`src/rtl/serial_ule_compare_if.sv`:
```
// serial_ule_compare_if: operand/result valid-ready bundle for serial_ule_compare.
interface serial_ule_compare_if #(parameter int width = 8);
  logic [width-1:0] I0, I1;
  logic in_valid, in_ready, O, EQ, out_valid, out_ready;
  modport master(output I0, I1, in_valid, out_ready, input in_ready, O, EQ, out_valid);
  modport slave(input I0, I1, in_valid, out_ready, output in_ready, O, EQ, out_valid);
endinterface

```
`src/rtl/serial_ule_compare.sv`:
```
// serial_ule_compare: digit-serial MSB-first unsigned I0<=I1 / I0==I1 compare.
// Define SERIAL_ULE_COMPARE_EARLY_EXIT_EN to leave SCAN on the first differing digit.
module serial_ule_compare #(
  parameter int width = 8,
  parameter int digit = 1
) (
  input logic CLK,
  input logic ASYNCRESET,
  serial_ule_compare_if.slave bus
);
  localparam int N = width / digit;
  localparam int SW = N > 1 ? $clog2(N) : 1;
  typedef enum logic [1:0] {IDLE, SCAN, DONE} state_t;
  state_t state_q, state_d;
  logic [width-1:0] a_q, a_d, b_q, b_d;
  logic [SW-1:0] step_q, step_d;
  logic decided_q, decided_d, le_q, le_d, eq_q, eq_d;
  logic o_q, o_d, eq_out_q, eq_out_d, out_valid_q, out_valid_d, in_ready_q, in_ready_d;
  logic [digit-1:0] a_dig, b_dig;
  logic hit, last, accept;
  assign a_dig = a_q[width-1 -: digit];
  assign b_dig = b_q[width-1 -: digit];
  assign hit = !decided_q && a_dig != b_dig;
  assign last = step_q == SW'(N - 1);
  assign accept = out_valid_q && bus.out_ready;
  always_comb begin
    state_d = state_q;
    a_d = a_q;
    b_d = b_q;
    step_d = step_q;
    decided_d = decided_q;
    le_d = le_q;
    eq_d = eq_q;
    o_d = o_q;
    eq_out_d = eq_out_q;
    if (state_q == IDLE && bus.in_valid && in_ready_q) begin
      a_d = bus.I0;
      b_d = bus.I1;
      step_d = '0;
      decided_d = 1'b0;
      le_d = 1'b1;
      eq_d = 1'b1;
      state_d = SCAN;
    end
    if (state_q == SCAN) begin
      a_d = a_q << digit;
      b_d = b_q << digit;
      step_d = step_q + 1'b1;
      if (hit) begin
        decided_d = 1'b1;
        le_d = a_dig < b_dig;
        eq_d = 1'b0;
      end
`ifdef SERIAL_ULE_COMPARE_EARLY_EXIT_EN
      state_d = last || hit ? DONE : SCAN;
`else
      state_d = last ? DONE : SCAN;
`endif
    end
    // Result flops load in DONE; le/eq no longer change there, so O/EQ hold steady.
    if (state_q == DONE) begin
      o_d = le_q;
      eq_out_d = eq_q;
      state_d = accept ? IDLE : DONE;
    end
    out_valid_d = state_q == DONE && !accept;
    in_ready_d = state_d == IDLE;
  end
  always_ff @(posedge CLK or posedge ASYNCRESET) begin
    if (ASYNCRESET) begin
      state_q <= IDLE;
      a_q <= '0;
      b_q <= '0;
      step_q <= '0;
      decided_q <= 1'b0;
      le_q <= 1'b0;
      eq_q <= 1'b0;
      o_q <= 1'b0;
      eq_out_q <= 1'b0;
      out_valid_q <= 1'b0;
      in_ready_q <= 1'b0;
    end else begin
      state_q <= state_d;
      a_q <= a_d;
      b_q <= b_d;
      step_q <= step_d;
      decided_q <= decided_d;
      le_q <= le_d;
      eq_q <= eq_d;
      o_q <= o_d;
      eq_out_q <= eq_out_d;
      out_valid_q <= out_valid_d;
      in_ready_q <= in_ready_d;
    end
  end
  assign bus.in_ready = in_ready_q;
  assign bus.O = o_q;
  assign bus.EQ = eq_out_q;
  assign bus.out_valid = out_valid_q;
endmodule
```
`src/flat_wrapper.sv`:
```
// flat-port wrapper written by rule: the top's interface ports become plain ports
module serial_ule_compare_flat 
#(
  parameter int width = 8,
  parameter int digit = 1
)
  (CLK, ASYNCRESET, bus_I0, bus_I1, bus_in_valid, bus_out_ready, bus_in_ready, bus_O, bus_EQ, bus_out_valid);
  serial_ule_compare_if #(.width(width)) bus_i ();
  input logic CLK;
  input logic ASYNCRESET;
  input wire logic [$bits(bus_i.I0)-1:0] bus_I0;
  input wire logic [$bits(bus_i.I1)-1:0] bus_I1;
  input wire logic [$bits(bus_i.in_valid)-1:0] bus_in_valid;
  input wire logic [$bits(bus_i.out_ready)-1:0] bus_out_ready;
  output wire logic [$bits(bus_i.in_ready)-1:0] bus_in_ready;
  output wire logic [$bits(bus_i.O)-1:0] bus_O;
  output wire logic [$bits(bus_i.EQ)-1:0] bus_EQ;
  output wire logic [$bits(bus_i.out_valid)-1:0] bus_out_valid;
  assign bus_i.I0 = bus_I0;
  assign bus_i.I1 = bus_I1;
  assign bus_i.in_valid = bus_in_valid;
  assign bus_i.out_ready = bus_out_ready;
  assign bus_in_ready = bus_i.in_ready;
  assign bus_O = bus_i.O;
  assign bus_EQ = bus_i.EQ;
  assign bus_out_valid = bus_i.out_valid;
  serial_ule_compare #(.width(width), .digit(digit)) u_core (.CLK(CLK), .ASYNCRESET(ASYNCRESET), .bus(bus_i));
endmodule
```
`config.mk`:
```
export PLATFORM = sky130hd
export DESIGN_NAME = serial_ule_compare_flat
export DESIGN_NICKNAME = d
export VERILOG_FILES = /design/src/rtl/serial_ule_compare_if.sv /design/src/rtl/serial_ule_compare.sv /design/src/flat_wrapper.sv
export SDC_FILE = /design/constraint.sdc
export NUM_CORES = 1
export LEC_CHECK = 0
export BUFFER_PORTS_ARGS = -buffer_cell sky130_fd_sc_hd__buf_2
export CORE_ASPECT_RATIO = 1.25
export CORE_UTILIZATION = 25
export CTS_CLUSTER_SIZE = 24
export DETAILED_ROUTE_END_ITERATION = 10
export HOLD_SLACK_MARGIN = 0.08
export SYNTH_ARGS = -nofsm -noshare
export SYNTH_HDL_FRONTEND = slang
export SYNTH_SLANG_ARGS = --single-unit
export TNS_END_PERCENT = 30
```
`constraint.sdc`:
```
create_clock -name CLK -period 1.94 [get_ports CLK]
set_input_delay 0.388 -clock CLK [delete_from_list [all_inputs] [get_ports CLK]]
set_output_delay 0.388 -clock CLK [all_outputs]
set_load 0.1 [all_outputs]
```
==> results by group, run 1 <==
Drt
  • Antenna viol nets, final: 0
  • WL met3: between 70 and 80 µm
  • Drt wl/cell: around 13 µm
  • DR pass1 iterations: 4
  • 1st-iter DRT viols: 15
  • Top Metal Used: met4
  • Vias/cell: 4.93
  • Residual DRC: 0
  • Via total after detailed routing: 985
  • Met2 routed WL: between 1 and 1.5 mm
  • Post-Route WL: 2.66 mm
  • Metal-1 WL: 1.31 mm

Critical path
  • Critical path class: reg2out
  • CP required: between 1.5 and 2 ns
  • Worst r2r dst: u_core.le_q$_DFF_PP0_
  • Crit path capture type: primary output
  • Setup crit end: bus_in_ready
  • WP data arrival: 1.11 ns
  • Crit. path cell count: 1
  • Slowest cell on crit path: buf_2
  • Reg2Reg Depth: 4
  • Crit Path Max Fanout: 5
  • Worst Path Buf+Inv: 1
  • CP top delay family: buffers and inverters
  • Max stage delay on crit path: 0.45 ns
  • CP startpoint: u_core.bus.in_ready$_DFF_PP0_
  • Element type at the critical path start: register
  • Flop2flop setup slack: between 0.4 and 0.5 ns
  • Reg2Reg Launch Point: u_core.b_q[7]$_DFFE_PP0P_
  • Crit path cell chain: buf_2

Run status
  • Outcome: finished clean

Pwr
  • Peak supply drop: 0.295 mV
  • Clock power frac: 32.9%
  • Total power: 919 µW
  • Comb power frac: 3.7%
  • P_sw: between 150 and 200 µW
  • Internal power: 738 µW
  • Leak Pwr: 0.000677 µW
  • Pwr/cell area: 612 nW/µm²
  • Sw Ratio: 19.8%
  • Sequential power share: around 63%

Place
  • Placed instance area: 1460 µm²
  • Placed cell count: 197
  • Routability cong.: between 0.7 and 0.8
  • Placed wire-length estimate: 1.88 mm
  • Port Buffers: 23

Clock tree
  • Setup repair bufs after CTS: 0
  • Maximum clock insertion buffer count: 2
  • # H-tree levels: 1
  • Clk sink count: 28
  • CTS root buf: clkbuf_8
  • CTS tree: done
  • Clk Latency, worst-skew pair: 0.26 ns
  • Hold buffers post-CTS: 0
  • Num CTS Buffers: 3
  • Post_cts resized: 0
  • Clk slew on worst S/H paths: 0.09 ns

Timing
  • Clk_skew: 0.00233 ns
  • TNS Setup: 0 ns
  • Count of final setup violators: 0
  • Tmin final: 1.50 ns
  • Final max-slew violation count: 0
  • Hold Vio Cnt, Final: 0
  • Least-Margin Pin Slew: between 0.4 and 0.5 ns
  • FMAX: 666 MHz
  • Unrepaired setup endpoints after global routing: no
  • Slew headroom: 67.9%
  • Fin crit share: 77.4%

Floorplan
  • Starting Density: 25.9%
  • Die Ht: 83.1 µm
  • Core box area: 5080 µm²
  • Num ports: 24
  • # rows: 29
  • Die area: 5550 µm²
  • Die width: between 60 and 70 µm

Final layout
  • Fillcell total: 557
  • Inserted Diodes: 0
  • Share of cells above drive strength 1: 26.1%
  • Final cell count without fillers: 200
  • Post-Route Utilization: 29.6%
  • Area of the multi-input gates: 531 µm²
  • Area delta synth->final: 14.4%
  • Register area: 701 µm²
  • Nets: 163
  • Final instance area: 1500 µm²

Logic synthesis
  • Largest cells by area after synthesis: dfrtp_1, o22ai_1, a21oi_1, buf_6, o2bb2ai_1
  • Post-Synth Simple-Gate Area: under 10%
  • Synth Area in Compound Gates: 26.0%
  • Register area share after synthesis: 53.3%
  • Adder-Cell Fraction of Synth Area: 2.86%
  • Syn Nets: 140
  • Mux contribution to synthesized area: 2.86%
  • Largest family of logic cells by synthesized area: compound AO/OA/AOI/OAI gates
  • YS warnings: 0
  • Synth Area per Inst: 11.2 µm²
  • Yosys top cell by area: dfrtp_1
  • FF+latch count, synth: 28
  • Yosys top cell area share: 53.3%
  • Cells after Synth: 117
  • Netlist Area Pre-Place: between 1000 and 1500 µm²
  • Unique masters post-synth: 31
  • Area share of xor/xnor cells in the synthesized design: 0%

Global routing
  • Vias in the first global route: 1010
  • Total global-route track usage: 10.5%
  • Initial antenna violation count: 0
  • Largest net degree at the start of global routing: 29
  • First-pass GRT wire length: 4.71 mm
  • GRT Residual Overflow: 0

Flow run
  • Max Cap Violations: 0

Min path
  • Min-Delay Path Class: in2async
[registers in the layout, indices dropped and copies added (netlist names), 2 cells and up]
| signal | cells |
|---|---|
| u_core.a_q | 8 |
| u_core.state_q | 2 |
| u_core.step_q | 3 |
| u_core.b_q | 8 |
[tightest hold or removal path: stages]
cell	delay (ns)
buf_2	0.09
inv_1	0.04
buf_4	0.33
[how the worst min path moves through the flow]
stage / to / slack [ns] / depth (start not counted)
floorplan: u_core.a_q[0]$_DFFE_PP0P_ / 0.45 / 1
global placement: u_core.bus.out_valid$_DFF_PP0_ / 0.47 / 1
finish: u_core.bus.O$_DFFE_PP0P_ / 0.17 / 3
detailed placement: u_core.bus.out_valid$_DFF_PP0_ / 0.47 / 1
CTS: u_core.a_q[0]$_DFFE_PP0P_ / 0.19 / 3
global route: u_core.bus.O$_DFFE_PP0P_ / 0.21 / 3
[power groups by stage]
stage	clock [µW]	sequential [µW]	combinational, µW
after floorplan	0	595	9.57
after global placement	0	595	36.5
after detailed placement	0	595	35.4
after CTS	315	583	35.5
after global routing	332	583	39.2
final	302	583	34.1
[per-stage QoR]
step	hold WS, ns	worst slack (ns)
2_1_floorplan	0.448	0.155
3_3_place_gp	0.469	0.519
3_5_place_dp	0.471	0.477
4_1_cts	0.189	0.433
5_1_grt	0.206	0.374
6_report	0.175	0.439
[kinds of logic after synthesis]
group                    Yosys count
multiplexers                       3
AND/OR/NAND/NOR                   19
buffers and inverters             13
AO/OA/AOI/OAI                     51
flip-flops                        28
adder cells (fa/ha/maj)            3
[synth_stat cells, drive strengths merged]
master   count
nand2b       2
dfrtp       28
a22o         2
inv          6
and3b        1
nor3         1
mux2         3
nor2b        1
or3          1
nor2         2
a21boi       1
and2         6
ha           3
o22ai       19
a21oi       11
a32o         1
o2bb2ai      5
o21ai        4
buf          6
a31oi        5
nand3b       1
nand2        4
clkbuf       1
a22oi        3
[cell usage in the layout, fill, tap and decap left out, types with 3 or more instances in the layout]
| cell type | count |
|---|---|
| nand2_1 | 4 |
| dfrtp_1 | 28 |
| o22ai_1 | 19 |
| inv_1 | 4 |
| a31oi_1 | 5 |
| clkbuf_8 | 3 |
| ha_1 | 3 |
| buf_2 | 23 |
| a21oi_1 | 11 |
| and2_1 | 5 |
| o2bb2ai_1 | 5 |
| a22oi_1 | 3 |
[per-layer routing]
metal,up-vias,GRT usage [%]
met5,-,0
met4,0,2.32
met3,2,1.51
met2,15,16.9
met1,485,14.8
li1,483,-
[area by class of cell]
cell class	count	share of cell area [%]
sequential	28	46.6
multi-input combinational	76	35.3
timing repair buffer	25	8.66
tap	62	5.16
clock buffer	3	2.75
inverter	6	1.50
Note: power is estimated with default switching activity, not from simulation.
==> inputs of run 2 (changes only) <==
Settings changed: ABC_AREA set to 1.
Clock period 1.94 ns to 1.3 ns, I/O delays scaled along.
==> results by group, run 2 <==
Logic synthesis
  • Yosys top cell by area: dfrtp_1
  • Main synth FF type: dfrtp_1
  • Number of synthesized flops with an enable pin: 0
  • YS warnings: 0
  • Synth Area per Inst: 7.90 µm²
  • Ys async rst share: 100%
  • Cells after Synth: 173
  • Yosys top cell area share: roughly half
  • Largest cells by area after synthesis: dfrtp_1, nand2_1, nand3_1, inv_1, buf_6
  • Unique masters post-synth: 15
  • Syn Nets: 196
  • Most common cell in the netlist: nand2_1
  • Commonest cells in the netlist: nand2_1, dfrtp_1, nand3_1
  • Netlist Area Pre-Place: 1370 µm²
  • Register area share after synthesis: between 50 and 60%
  • FF+latch count, synth: 28

Pwr
  • Total power: between 4000 and 5000 µW
  • Peak supply drop: 0.784 mV
  • Pwr/cell area: 2610 nW/µm²
  • Leak Pwr: 0.000950 µW

Critical path
  • Crit path cell chain: buf_12
  • Critical path class: reg2out
  • Reg2Reg Depth: 5
  • Crit path capture type: primary output
  • CP top delay family: flip-flops
  • CP required: 1.04 ns
  • Crit Path Max Fanout: 2
  • Crit. path cell count: 1
  • Max stage delay on crit path: around 0.50 ns
  • Worst Path Buf+Inv: 1
  • Slowest cell on crit path: dfrtp_4
  • WP data arrival: about 0.94 ns
  • Element type at the critical path start: register

Clock tree
  • Clk slew on worst S/H paths: 0.10 ns
  • Num CTS Buffers: 3
  • Clk sink count: 28
  • # H-tree levels: 1
  • CTS root buf: clkbuf_8
  • CTS tree: done
  • Clk Latency, worst-skew pair: between 0.2 and 0.3 ns
  • Maximum clock insertion buffer count: 2

Place
  • Routability cong.: between 0.7 and 0.8
  • Port Buffers: 23
  • Placed wire-length estimate: 1.88 mm
  • Placed cell count: 260

Timing
  • Fin Hold WS: about 0.23 ns
  • Count of final setup violators: 0
  • Least-Margin Pin Slew: 0.360 ns
  • FMAX: around 830 MHz
  • Clk_skew: around 0.0072 ns
  • Fin crit share: 92.7%
  • Unrepaired setup endpoints after global routing: yes
  • Final max-slew violation count: 0
  • Hold Vio Cnt, Final: 0
  • Slew headroom: between 70% and 80%
  • Tmin final: 1.20 ns

Global routing
  • GRT Residual Overflow: 0
  • Total global-route track usage: 10.3%
  • Initial antenna violation count: 0
  • First-pass GRT wire length: ~4.7 mm
  • Largest net degree at the start of global routing: 29
  • Vias in the first global route: roughly 1.1k

Min path
  • Worst Hold Depth: 3
  • Min-Delay Path Class: in2reg

Drt
  • Metal-1 WL: 1.30 mm
  • Antenna viol nets, final: 0
  • WL met3: 66 µm
  • Top Metal Used: met4
  • Drt wl/cell: 9.83 µm
  • Residual DRC: 0
  • Vias/cell: around 4.3
  • Via total after detailed routing: 1132
  • Met2 routed WL: 1.21 mm
  • Post-Route WL: 2.61 mm
  • 1st-iter DRT viols: 22
  • DR pass1 iterations: 4

Floorplan
  • Die Ht: between 80 and 90 µm
  • Starting Density: 26.5%
  • Die width: 68.2 µm
  • Core box area: 5150 µm²
  • # rows: 29
  • Num ports: 24
  • Die area: between 5000 and 6000 µm²

Final layout
  • Area of the multi-input gates: 552 µm²
  • Fillcell total: 570
  • Commonest cells after routing, fill and taps aside: nand2_1, dfrtp_1, nand3_1
  • Largest regs: u_core.a_q (8), u_core.b_q (8), u_core.step_q (3)
  • Inserted Diodes: 0
  • Register area: 707 µm²
  • Final cell count without fillers: between 200 and 300
  • Nets: between 200 and 250
  • Share of cells above drive strength 1: 22.2%
  • Most common cell after layout, fill and taps aside: nand2_1
  • Area delta synth->final: 25.5%

Flow run
  • Max Cap Violations: 0

Run status
  • Outcome: finished clean
## run 2: cell count changes after synthesis, moves of 6 or more
cell,change
nand3_1,+20
inv_1,+9
nand2_1,+80
a21oi_1,-8
o21ai_0,+6
o22ai_1,-19
## run 2: worst register-to-register path, delay by kind of cell, from the launching register on
family / cells / cell delay, ns
AO/OA/AOI/OAI: 2 / 0.26
adder cells (fa/ha/maj): 2 / 0.38
flip-flops: 1 / 0.41
AND/OR/NAND/NOR: 1 / 0.08
## run 2: layout make-up
type	instances	area share [%]
clock buffer	3	2.41
tap	62	4.52
clock inverter	1	1.75
timing repair buffer	33	14.9
inverter	14	3.06
multi-input combinational	124	32.1
sequential	28	41.2
## run 2: final timing paths
| kind | from | end | slack (ns) |
|---|---|---|---|
| worst min-delay path | bus_I0[0] | u_core.a_q[0]$_DFFE_PP0P_ | 0.23 |
| worst min register to register | u_core.step_q[0]$_DFFE_PP0P_ | u_core.step_q[0]$_DFFE_PP0P_ | 0.48 |
| max in group asynchronous | ASYNCRESET | u_core.bus.out_valid$_DFF_PP0_ | 0.43 |
| min in group asynchronous | ASYNCRESET | u_core.state_q[0]$_DFF_PP0_ | 0.58 |
| worst max-delay path | u_core.bus.in_ready$_DFF_PP0_ | bus_in_ready | 0.1 |
| worst max register to register | u_core.step_q[0]$_DFFE_PP0P_ | u_core.bus.in_ready$_DFF_PP0_ | 0.1 |
## run 2: cells by family after synthesis
family                     share of synthesized area, %
AOI/OAI and AO/OA                                  3.66
buffers and inverters                              8.60
DFF                                                51.2
and+or+nand+nor                                    33.8
adders and majority gates                          2.75
## run 2: metrics by stage
stage / worst slack [ns] / utilization, % / area, µm² / setup TNS [ns]
2_1_floorplan: 0.0206 / - / 1370 / 0
3_3_place_gp: 0.0925 / 31.6 / 1630 / 0
3_5_place_dp: 0.107 / 31.6 / 1630 / 0
4_1_cts: 0.0811 / 33.2 / 1710 / 0
5_1_grt: -0.0222 / 33.3 / 1720 / -0.0222
6_report: 0.0952 / 33.3 / 1720 / 0
## run 2: power by group
part,internal [µW],switching (µW),total [µW]
Clock,412,269,681
Combinational,859,1420,2280
Sequential,1280,240,1520
## run 2: timing repair
item | CTS | global route
hold buffers | 1 | 0
setup endpoints to repair | 0 | 11
hold endpoints to repair | 28 | 0
resized for setup | 0 | 4
buffers inserted | 0 | 0
## run 2: per-layer routing
layer | track usage [%] | vias to the layer above
met5 | 0 | -
met4 | 3.98 | 0
met3 | 1.77 | 4
met2 | 16.7 | 16
met1 | 13.4 | 517
li1 | - | 595
